<file path="src/rtl/game_pkg.sv">
// Shared types and constants for the two-digit BCD game timer.
// The digit clamp helper is used wherever an external BCD addend enters the datapath.
package game_pkg;

    typedef logic [3:0] bcd_digit_t;
    typedef bcd_digit_t [1:0] bcd2_t;

    localparam bcd_digit_t MAX_DIGIT  = 4'h9;
    localparam bcd_digit_t ZERO_DIGIT = 4'h0;
    localparam int         BCD_MAX    = 99;

    typedef enum logic [1:0] {
        IDLE    = 2'd0,
        RUNNING = 2'd1,
        EXPIRED = 2'd2
    } timer_state_t;

    function automatic bcd_digit_t clamp_digit(input bcd_digit_t d);
        return (d > MAX_DIGIT) ? MAX_DIGIT : d;
    endfunction

endpackage

</file>
<file path="src/rtl/bcd2_arith.sv">
// Combinational two-digit BCD arithmetic: clamped saturating add followed by an
// optional borrow decrement, plus a zero flag on the result.
module bcd2_arith
    import game_pkg::*;
(
    input  logic [1:0][3:0] value,
    input  logic [1:0][3:0] addend,
    input  logic            add_en,
    input  logic            dec_en,
    output logic [1:0][3:0] next_value,
    output logic            is_zero
);

    bcd_digit_t add_units;
    bcd_digit_t add_tens;
    logic [4:0] units_sum;
    logic [4:0] tens_sum;
    logic       units_carry;
    bcd2_t      sum;

    always_comb begin
        add_units = add_en ? clamp_digit(addend[0]) : ZERO_DIGIT;
        add_tens  = add_en ? clamp_digit(addend[1]) : ZERO_DIGIT;

        units_sum   = {1'b0, value[0]} + {1'b0, add_units};
        units_carry = (units_sum > 5'd9);
        if (units_carry) begin
            units_sum = units_sum - 5'd10;
        end
        tens_sum = {1'b0, value[1]} + {1'b0, add_tens} + {4'd0, units_carry};

        // A tens overflow means the decimal sum passed 99, so pin both digits.
        if (tens_sum > 5'd9) begin
            sum = {MAX_DIGIT, MAX_DIGIT};
        end else begin
            sum = {tens_sum[3:0], units_sum[3:0]};
        end

        next_value = sum;
        if (dec_en && (sum != {ZERO_DIGIT, ZERO_DIGIT})) begin
            if (sum[0] == ZERO_DIGIT) begin
                next_value = {sum[1] - 4'd1, MAX_DIGIT};
            end else begin
                next_value = {sum[1], sum[0] - 4'd1};
            end
        end

        is_zero = (next_value == {ZERO_DIGIT, ZERO_DIGIT});
    end

endmodule

</file>
<file path="src/rtl/game_timer.sv">
// Two-digit BCD countdown timer: loads on the first non-zero add, decrements once per
// FRAMES_PER_SEC unfrozen frames, and latches expiry until resetN.
module game_timer
    import game_pkg::*;
#(
    parameter int FRAMES_PER_SEC = 30,
    parameter int LOW_THRESHOLD  = 10
) (
    input  logic            clk,
    input  logic            resetN,
    input  logic            startOfFrame,
    input  logic            add_time,
    input  logic [1:0][3:0] time_to_add,
    input  logic            freeze,
    output logic [1:0][3:0] time_digits,
    output logic            out_of_time,
    output logic            low_time,
    output logic            sec_tick
);

    localparam int PRE_W = $clog2(FRAMES_PER_SEC);
    localparam logic [PRE_W-1:0] PRE_LAST = PRE_W'(FRAMES_PER_SEC - 1);

    timer_state_t     state;
    logic [PRE_W-1:0] prescaler;
    logic             frame_step;
    logic             tick;
    logic [1:0][3:0]  next_value;
    logic             next_zero;
    int               value_dec;

    assign frame_step = startOfFrame && !freeze;
    assign tick       = (state == RUNNING) && frame_step && (prescaler == PRE_LAST);

    bcd2_arith u_arith (
        .value      (time_digits),
        .addend     (time_to_add),
        .add_en     (add_time),
        .dec_en     (tick),
        .next_value (next_value),
        .is_zero    (next_zero)
    );

    always_ff @(posedge clk or negedge resetN) begin
        if (!resetN) begin
            state       <= IDLE;
            prescaler   <= '0;
            time_digits <= {ZERO_DIGIT, ZERO_DIGIT};
            sec_tick    <= 1'b0;
        end else begin
            sec_tick <= 1'b0;
            case (state)
                IDLE: begin
                    prescaler <= '0;
                    // From 00 the arithmetic result is just the clamped addend.
                    if (add_time && !next_zero) begin
                        time_digits <= next_value;
                        state       <= RUNNING;
                    end
                end
                RUNNING: begin
                    if (frame_step) begin
                        prescaler <= tick ? '0 : prescaler + 1'b1;
                    end
                    sec_tick    <= tick;
                    time_digits <= next_value;
                    if (next_zero) begin
                        state <= EXPIRED;
                    end
                end
                EXPIRED: begin
                    time_digits <= {ZERO_DIGIT, ZERO_DIGIT};
                end
                default: begin
                    state <= IDLE;
                end
            endcase
        end
    end

    assign value_dec   = 32'(time_digits[1]) * 10 + 32'(time_digits[0]);
    assign out_of_time = (state == EXPIRED);
    assign low_time    = (state == RUNNING) && (value_dec <= LOW_THRESHOLD);

endmodule
</file>
<file path="config.mk">
export PLATFORM = sky130hd
export DESIGN_NAME = game_timer
export DESIGN_NICKNAME = d
export VERILOG_FILES = /design/src/rtl/game_pkg.sv /design/src/rtl/bcd2_arith.sv /design/src/rtl/game_timer.sv
export SDC_FILE = /design/constraint.sdc
export NUM_CORES = 1
export LEC_CHECK = 0
export ABC_AREA = 1
export CAP_MARGIN = 20
export CORE_MARGIN = 3
export CORE_UTILIZATION = 56
export CTS_CLUSTER_DIAMETER = 60
export CTS_CLUSTER_SIZE = 25
export DETAILED_ROUTE_END_ITERATION = 8
export GPL_ROUTABILITY_DRIVEN = 0
export PLACE_DENSITY = 0.89
export SLEW_MARGIN = 20
export SYNTH_ARGS = -nofsm -noshare
export SYNTH_HDL_FRONTEND = slang
export SYNTH_SLANG_ARGS = --single-unit
</file>
<file path="constraint.sdc">
create_clock -name clk -period 6.1 [get_ports clk]
set_clock_uncertainty 0.2 [all_clocks]
set_input_delay 1.83 -clock clk [delete_from_list [all_inputs] [get_ports clk]]
set_output_delay 1.83 -clock clk [all_outputs]
set_load 0.05 [all_outputs]
</file>
==> results of run 1 <==
## cell usage after synthesis
cell type / n / share of area (%)
o21bai_1: 2 / 0.79
xnor2_1: 2 / 0.92
o21ai_0: 1 / 0.26
clkbuf_1: 1 / 0.20
nand3b_4: 1 / 1.1
o21ai_1: 2 / 0.53
or2_1: 1 / 0.33
a2111oi_0: 1 / 0.46
nand3_1: 25 / 6.6
nor3_1: 2 / 0.53
nand4_1: 8 / 2.6
o211a_1: 1 / 0.53
nor2_8: 1 / 1.1
o22ai_1: 3 / 0.99
nand2_2: 8 / 2.6
and2_1: 2 / 0.66
a21oi_1: 11 / 2.9
nor2_4: 3 / 1.8
nor3b_1: 2 / 0.79
inv_1: 39 / 7.7
nand2_1: 59 / 12
mux2i_1: 1 / 0.53
nor2_1: 20 / 4.0
dfrtp_1: 16 / 21
fa_1: 5 / 5.3
a21boi_0: 1 / 0.40
nand3b_1: 2 / 0.79
nor2_2: 4 / 1.3
nand3_4: 2 / 1.8
nand2_4: 4 / 2.4
xor2_1: 3 / 1.4
nand3_2: 4 / 2.1
inv_2: 3 / 0.59
ha_1: 20 / 13
## flip-flops by register name, summed over array words and instances, names as in the netlist
signal	count
state	2
prescaler	5
time_digits	8
sec_tick	1
## worst paths after layout
path	start	endpoint	slack [ns]	depth (start not counted)
worst max-delay path	add_time	time_digits[7]	-0.18	35
worst min-delay path	prescaler[0]	prescaler[0]	0.37	1
worst max register to register	time_digits[0]	time_digits[7]	0.97	32
worst min register to register	prescaler[0]	prescaler[0]	0.37	1
max in group asynchronous	resetN	time_digits[4]	3.46	1
min in group asynchronous	resetN	time_digits[0]	1.73	1
## layer usage
| metal | routed length [µm] | GRT usage, % | up-vias |
|---|---|---|---|
| li1 | - | - | 1013 |
| met1 | 2750 | 34.8 | 1108 |
| met2 | 4070 | 55.0 | 220 |
| met3 | 894 | 4.04 | 100 |
| met4 | 903 | 23.2 | 0 |
| met5 | 0 | 0 | - |
## what timing repair did
item | in CTS | in global routing
endpoints found under the setup margin | 10 | 10
pin swaps | 28 | 36
resized for setup | 36 | 66
cloned | 0 | 0
setup buffers | 12 | 7
## worst max-delay path: cells and delay by family
| kind | cells | cell delay [ns] |
|---|---|---|
| AND/OR/NAND/NOR | 16 | 1.49 |
| adder cells (fa/ha/maj) | 5 | 1.48 |
| AO/OA/AOI/OAI | 3 | 0.57 |
| buffers and inverters | 11 | 0.97 |
## stage by stage
step	TNS (ns)	cells	instance area, µm²
floorplan	0	260	1910
global placement	-5.59	360	2450
detailed placement	-7.37	360	2450
CTS	0	376	2670
global route	-3.09	383	2930
finish	-1.22	383	2930
## cells by family after synthesis
logic type,after synthesis,share of synthesized area [%]
AOI/OAI and AO/OA,22,6.86
xor gates and xnor gates,5,2.31
adders and majority gates,25,18.5
buffers and inverters,43,8.51
DFF,16,21.1
muxes,1,0.528
and+or+nand+nor,148,42.2
## layout make-up
class	count	area [µm²]	area share [%]
Timing Repair Buffer	76	642	21.9
Clock buffer	4	36.3	1.24
Multi-Input combinational cell	201	1630	55.7
Inverter	42	165	5.64
Sequential cell	16	400	13.7
Tap cell	44	55.1	1.88
==> results.json, run 1 <==
{
  "cts.sink_count": 16,
  "drt-total-wl_mm": 8.62,
  "cp.arrival_ns": 6.35,
  "antenna_found_initial": 0,
  "grt_pass1_wl_mm": 10.0,
  "min-delay-path-class": "reg2reg",
  "clk_pin_slew_ns": 0.12,
  "grt_max_degree": 17,
  "nFillCells": 109,
  "via_count": 2441,
  "dp_hpwl_mm": 4.00,
  "worst_slew_pin_slew_ns": 0.905,
  "core_um2": 3150,
  "tritoncts": "done",
  "drv_cap": 0,
  "cp.required_ns": 6.17,
  "synth_seq_cells": 16,
  "final_util_pct": 92.9,
  "routedWlPerCell_um": 22.5,
  "die-width_um": 64.2,
  "fin_ws_ns": -0.183,
  "clock_path_buffers": 2,
  "netlist-cell-type-count": 34,
  "netlist_area_um2": 1900,
  "grtUsageTotal_pct": 31.5,
  "mostFrequentLayoutCell": "buf_4",
  "crit_path_top_delay_cell": "fa_2",
  "area_growth_pct": 54.6,
  "firstDrtPassIters": 7,
  "period_minus_slack_ns": 6.28,
  "setup_violations": 10,
  "synth_cells": 260,
  "cp-end-kind": "register",
  "ant_nets": 0,
  "status": "finished, violations left",
  "diodes": 0,
  "syn_nets": 298,
  "max_freq_mhz": 159,
  "clk_latency_ns": 0.33,
  "ys_seq_area_share_pct": 21.1,
  "hold_buffers": 0,
  "via_per_inst": 6.37,
  "layout_common_cells": "buf_4 (51), nand2_1 (36), inv_1 (28)",
  "rsz0062_at_grt": "true",
  "fp.dieH_um": 64.2,
  "slowest_delay_ns": 0.57,
  "min_period_over_period_pct": 103,
  "cts_max_level": 1,
  "synth.avg_cell_area_um2": 7.29,
  "slew_headroom_pct": 39.4,
  "layout-drive-gt1-share_pct": 44.8,
  "worst-setup-path-type": "in2reg",
  "grt_pass1_vias": 2177,
  "globalRouteOverflowTotal": 0,
  "cts_root_buffer": "clkbuf_4",
  "finalHoldViolCount": 0,
  "nets": 378,
  "cts-buffers-inserted": 3,
  "drv_slew": 0,
  "port_buffers": 23,
  "die_area_um2": 4120,
  "num_rows": 20,
  "fin_hold_ws_ns": 0.372,
  "ios": 24,
  "critPathLaunchType": "input pin",
  "drt_drc_violations_left": 0,
  "pre_cts_ws_ns": -0.773,
  "initial_core_util_pct": 60.1,
  "drt-initial-drc-count": 299,
  "failed_checks": "negative setup slack",
  "worst-path-max-fanout": 4,
  "yosysWarningCount": 0
}
Power of run 1 is left out: the tool's default activity adds up to more than one toggle a clock period on the data nets, which glitch-free logic cannot reach.
==> run 2, diff against run 1 <==
- PLACE_DENSITY: 0.89 -> 0.77
==> run 2 against run 1 <==
Against the previous run: the flow still finishes with violations (negative setup slack); die area is the same; core utilization down 2.5 points; sequential cell count unchanged; sequential share of layout area rose by 0.38 points; fmax up 1.5%; global-route usage decreased by 5.4 points; critical path depth unchanged; largest cell class unchanged; critical path type unchanged; final area shrank 2.7%; worst setup slack better by 0.096 ns; highest routed layer unchanged; non-clock buffer count is 4 higher; via count down 5.7%.
==> results.json, run 2 (synthesis results as in run 1) <==
{
  "setup_violations": 8,
  "cts_root_buffer": "clkbuf_4",
  "area_growth_pct": 50.4,
  "via_count": 2303,
  "grt_pass1_wl_mm": 8.72,
  "failed_checks": "negative setup slack",
  "cp.required_ns": 6.13,
  "cp.arrival_ns": 6.21,
  "period_minus_slack_ns": 6.19,
  "slowest_delay_ns": 0.58,
  "drt_drc_violations_left": 0,
  "dp_hpwl_mm": 3.84,
  "fin_hold_ws_ns": 0.349,
  "setup_tns_ns": -0.449,
  "clock_path_buffers": 2,
  "nets": 383,
  "die-width_um": 64.2,
  "drv_cap": 0,
  "hold_buffers": 0,
  "diodes": 0,
  "worst-setup-path-type": "in2reg",
  "pre_cts_ws_ns": -0.780,
  "cts-buffers-inserted": 3,
  "min-delay-path-class": "reg2reg",
  "routedWlPerCell_um": 17.6,
  "ios": 24,
  "top_regs": "time_digits x8, prescaler x5, state x2",
  "cpMostUsedCell": "inv_2",
  "layout-drive-gt1-share_pct": 41.9,
  "fin_cells": 388,
  "grt_max_degree": 17,
  "grtUsageTotal_pct": 26.2,
  "num_rows": 20,
  "clk_latency_ns": 0.29,
  "critPathLaunchType": "input pin",
  "initial_core_util_pct": 60.1,
  "drv_slew": 0,
  "tritoncts": "done",
  "worst_slew_pin_slew_ns": 0.773,
  "cts.sink_count": 16,
  "cp-end-kind": "register",
  "fin_ws_ns": -0.0872,
  "crit_path_top_delay_cell": "fa_2",
  "nFillCells": 149,
  "min_period_over_period_pct": 101,
  "antenna_found_initial": 0,
  "drt-initial-drc-count": 151,
  "grt_pass1_vias": 1979,
  "layout_common_cells": "buf_4 (54), nand2_1 (39), inv_1 (29)",
  "cts_max_level": 1,
  "dpl.cell_count": 364,
  "globalRouteOverflowTotal": 0,
  "port_buffers": 23,
  "rsz0062_at_grt": "true",
  "slew_headroom_pct": 48.3,
  "ant_nets": 0,
  "clk_pin_slew_ns": 0.09,
  "fp.dieH_um": 64.2,
  "via_per_inst": 5.94,
  "largest_register_ffs": 8,
  "die_area_um2": 4120,
  "max_flop_register": "time_digits",
  "core_um2": 3150,
  "finalHoldViolCount": 0,
  "worst-path-max-fanout": 4,
  "max_freq_mhz": 162,
  "drt-total-wl_mm": 6.82,
  "status": "finished, violations left",
  "mostFrequentLayoutCell": "buf_4",
  "firstDrtPassIters": 5
}
## run 2: worst max-delay path: cells and delay by family
kind / cells / cell delay, ns
AND/OR/NAND/NOR: 21 / 2.18
adder cells (fa/ha/maj): 5 / 1.49
buffers and inverters: 8 / 0.55
AO/OA/AOI/OAI: 1 / 0.15
## run 2: layer usage
metal	GRT usage (%)	vias to the layer above	routed length, µm
met3	1.76	46	407
met4	7.65	0	383
li1	-	1023	-
met2	45.5	130	3310
met5	0	-	0
met1	34.7	1104	2720
## run 2: per-stage QoR
stage | area (µm²) | utilization (%)
5_1_grt | 2850 | 90.4
4_1_cts | 2650 | 83.9
3_5_place_dp | 2480 | 78.6
6_report | 2850 | 90.4
2_1_floorplan | 1910 | -
3_3_place_gp | 2480 | 78.6
## run 2: path summary, 6_finish.rpt
kind                                 from        endpoint  slack (ns)  cells past startpoint
max                              add_time  time_digits[5]       -0.09                     35
max reg2reg                time_digits[0]  time_digits[5]        1.27                     32
min in group asynchronous          resetN        sec_tick        1.76                      1
min                          prescaler[0]    prescaler[0]        0.35                      1
min reg2reg                  prescaler[0]    prescaler[0]        0.35                      1
max in group asynchronous          resetN  time_digits[6]        3.48                      1
## run 2: cell type report
| type | count | area [µm²] | share of cell area [%] |
|---|---|---|---|
| multi-input cells | 202 | 1520 | 53.4 |
| repair buffers | 80 | 676 | 23.7 |
| flip-flops and latches | 16 | 400 | 14.0 |
| inverters | 42 | 163 | 5.70 |
| well taps | 44 | 55.1 | 1.93 |
| clock buffers | 4 | 36.3 | 1.27 |
## run 2: repair_timing
action,CTS,global route
setup buffers,10,9
resized for setup,29,47
pin swaps,25,37
gates cloned,1,0
setup endpoints to repair,10,10
Power of run 2 is left out for the same reason.
==> run 3, diff against run 2 <==
- CTS_BUF_LIST: not set -> sky130_fd_sc_hd__clkbuf_16
- SKIP_LAST_GASP: not set -> 1
==> run 3 against run 2 <==
Against the previous run: the flow still finishes with violations (negative setup slack); die area unchanged; fmax decreased by 0.19%; critical path depth shrank 2; clock-buffer cell count is 1 lower; via count fell by 5.7%; hold slack got worse by 0.0057 ns; highest routed layer unchanged; first-iteration DRC count rose by 17%; core utilization grew 0.40 points; final area rose by 0.44%; wire length is 8.0% lower; sequential share of layout area decreased by 0.061 points; non-clock buffer count is 3 higher.
==> results.json, run 3 (synthesis results as in run 1) <==
{
  "slew_headroom_pct": 50.0,
  "worst_slew_pin_slew_ns": 0.747,
  "grtUsageTotal_pct": 26.8,
  "drt-initial-drc-count": 176,
  "area_growth_pct": 51.1,
  "via_per_inst": 5.55,
  "tritoncts": "done",
  "max_freq_mhz": 161,
  "setup_violations": 10,
  "grt_pass1_vias": 2011,
  "num_rows": 20,
  "die_area_um2": 4120,
  "slowest_delay_ns": 0.58,
  "drt-total-wl_mm": 6.27,
  "nets": 386,
  "final_util_pct": 90.8,
  "firstDrtPassIters": 4,
  "hold_buffers": 0,
  "dp_hpwl_mm": 3.84,
  "port_buffers": 23,
  "clk_latency_ns": 0.25,
  "ios": 24,
  "layout_common_cells": "buf_4 (57), nand2_1 (43), inv_1 (29)",
  "failed_checks": "negative setup slack",
  "die-width_um": 64.2,
  "drt_drc_violations_left": 0,
  "diodes": 0,
  "rsz0062_at_grt": "true",
  "largest_register_ffs": 8,
  "busiest_layer": "met2",
  "crit_path_top_delay_cell": "fa_2",
  "max_flop_register": "time_digits",
  "setup_tns_ns": -0.314,
  "clk_pin_slew_ns": 0.05,
  "drv_cap": 0,
  "routedWlPerCell_um": 16.0,
  "use_met2_pct": 47.4,
  "drv_slew": 0,
  "initial_core_util_pct": 60.1,
  "layout-drive-gt1-share_pct": 40.1,
  "clock_path_buffers": 2,
  "worst-setup-path-type": "in2reg",
  "mostFrequentLayoutCell": "buf_4",
  "globalRouteOverflowTotal": 0,
  "fp.dieH_um": 64.2,
  "status": "finished, violations left",
  "grt_max_degree": 17,
  "finalHoldViolCount": 0,
  "min_period_over_period_pct": 102,
  "core_um2": 3150,
  "period_minus_slack_ns": 6.20,
  "cts_max_level": 1,
  "via_count": 2171,
  "min-delay-path-class": "reg2reg",
  "pre_cts_ws_ns": -0.780,
  "cp.arrival_ns": 6.12,
  "cts-buffers-inserted": 3,
  "grt_pass1_wl_mm": 8.85,
  "cts.sink_count": 16,
  "top_regs": "time_digits x8, prescaler x5, state x2",
  "ant_nets": 0,
  "cts_root_buffer": "clkbuf_16",
  "use_met3_pct": 2.64,
  "cp-end-kind": "register",
  "cp.required_ns": 6.02,
  "antenna_found_initial": 0,
  "gr-usage-met1_pct": 33.8,
  "worst-path-max-fanout": 4,
  "critPathLaunchType": "input pin",
  "fin_ws_ns": -0.0989
}
run 3: changes by cell type in the layout (fill, tap and decap cells not counted), moves of 2 or more:
cell / previous run / this run
buf_4: 54 / 57
clkbuf_16: 0 / 3
clkbuf_4: 3 / 0
nand2_1: 39 / 43
nand2_2: 26 / 23
nand3_1: 18 / 20
nand3_2: 10 / 8
run 3: what timing repair did:
item | 4_1_cts | 5_1_grt
gates cloned | 1 | 0
buffers inserted | 10 | 12
setup endpoints to repair | 10 | 10
gates resized for setup | 30 | 37
endpoints found under the hold margin | 0 | 0
pin swaps | 25 | 32
run 3: through the flow:
| step | std cells | hold slack [ns] | area, µm² |
|---|---|---|---|
| 2_1_floorplan | 260 | 0.303 | 1910 |
| 5_1_grt | 391 | 0.373 | 2860 |
| 4_1_cts | 379 | 0.353 | 2680 |
| 3_3_place_gp | 364 | 0.325 | 2480 |
| 3_5_place_dp | 364 | 0.347 | 2480 |
| 6_report | 391 | 0.343 | 2860 |
run 3: layout make-up:
| cell class | instances | area, µm² |
|---|---|---|
| flip-flops and latches | 16 | 400 |
| multi-input cells | 202 | 1480 |
| fillers | 147 | 289 |
| clock buffers | 3 | 75.1 |
| clock inverters | 1 | 3.75 |
| well taps | 44 | 55.1 |
| repair buffers | 83 | 689 |
| inverters | 42 | 163 |
run 3: worst paths after layout:
kind	cells after the start	end	startpoint	slack [ns]
max	33	state[0]	add_time	-0.1
min	1	prescaler[0]	prescaler[0]	0.34
max reg2reg	30	state[0]	time_digits[0]	1.28
min reg2reg	1	prescaler[0]	prescaler[0]	0.34
max in group asynchronous	1	time_digits[6]	resetN	3.42
min in group asynchronous	1	sec_tick	resetN	1.82
run 3: per-layer routing:
metal	vias up	wire length [µm]
met1	1040	2600
met3	30	284
met5	-	0
met2	77	3120
li1	1024	-
met4	0	267
run 3: worst max-delay path, delay by kind of cell:
family	cells	cell delay [ns]
AOI/OAI and AO/OA	3	0.45
adders and majority gates	5	1.45
buffers and inverters	10	0.91
and+or+nand+nor	15	1.45
Power of run 3 is left out for the same reason.
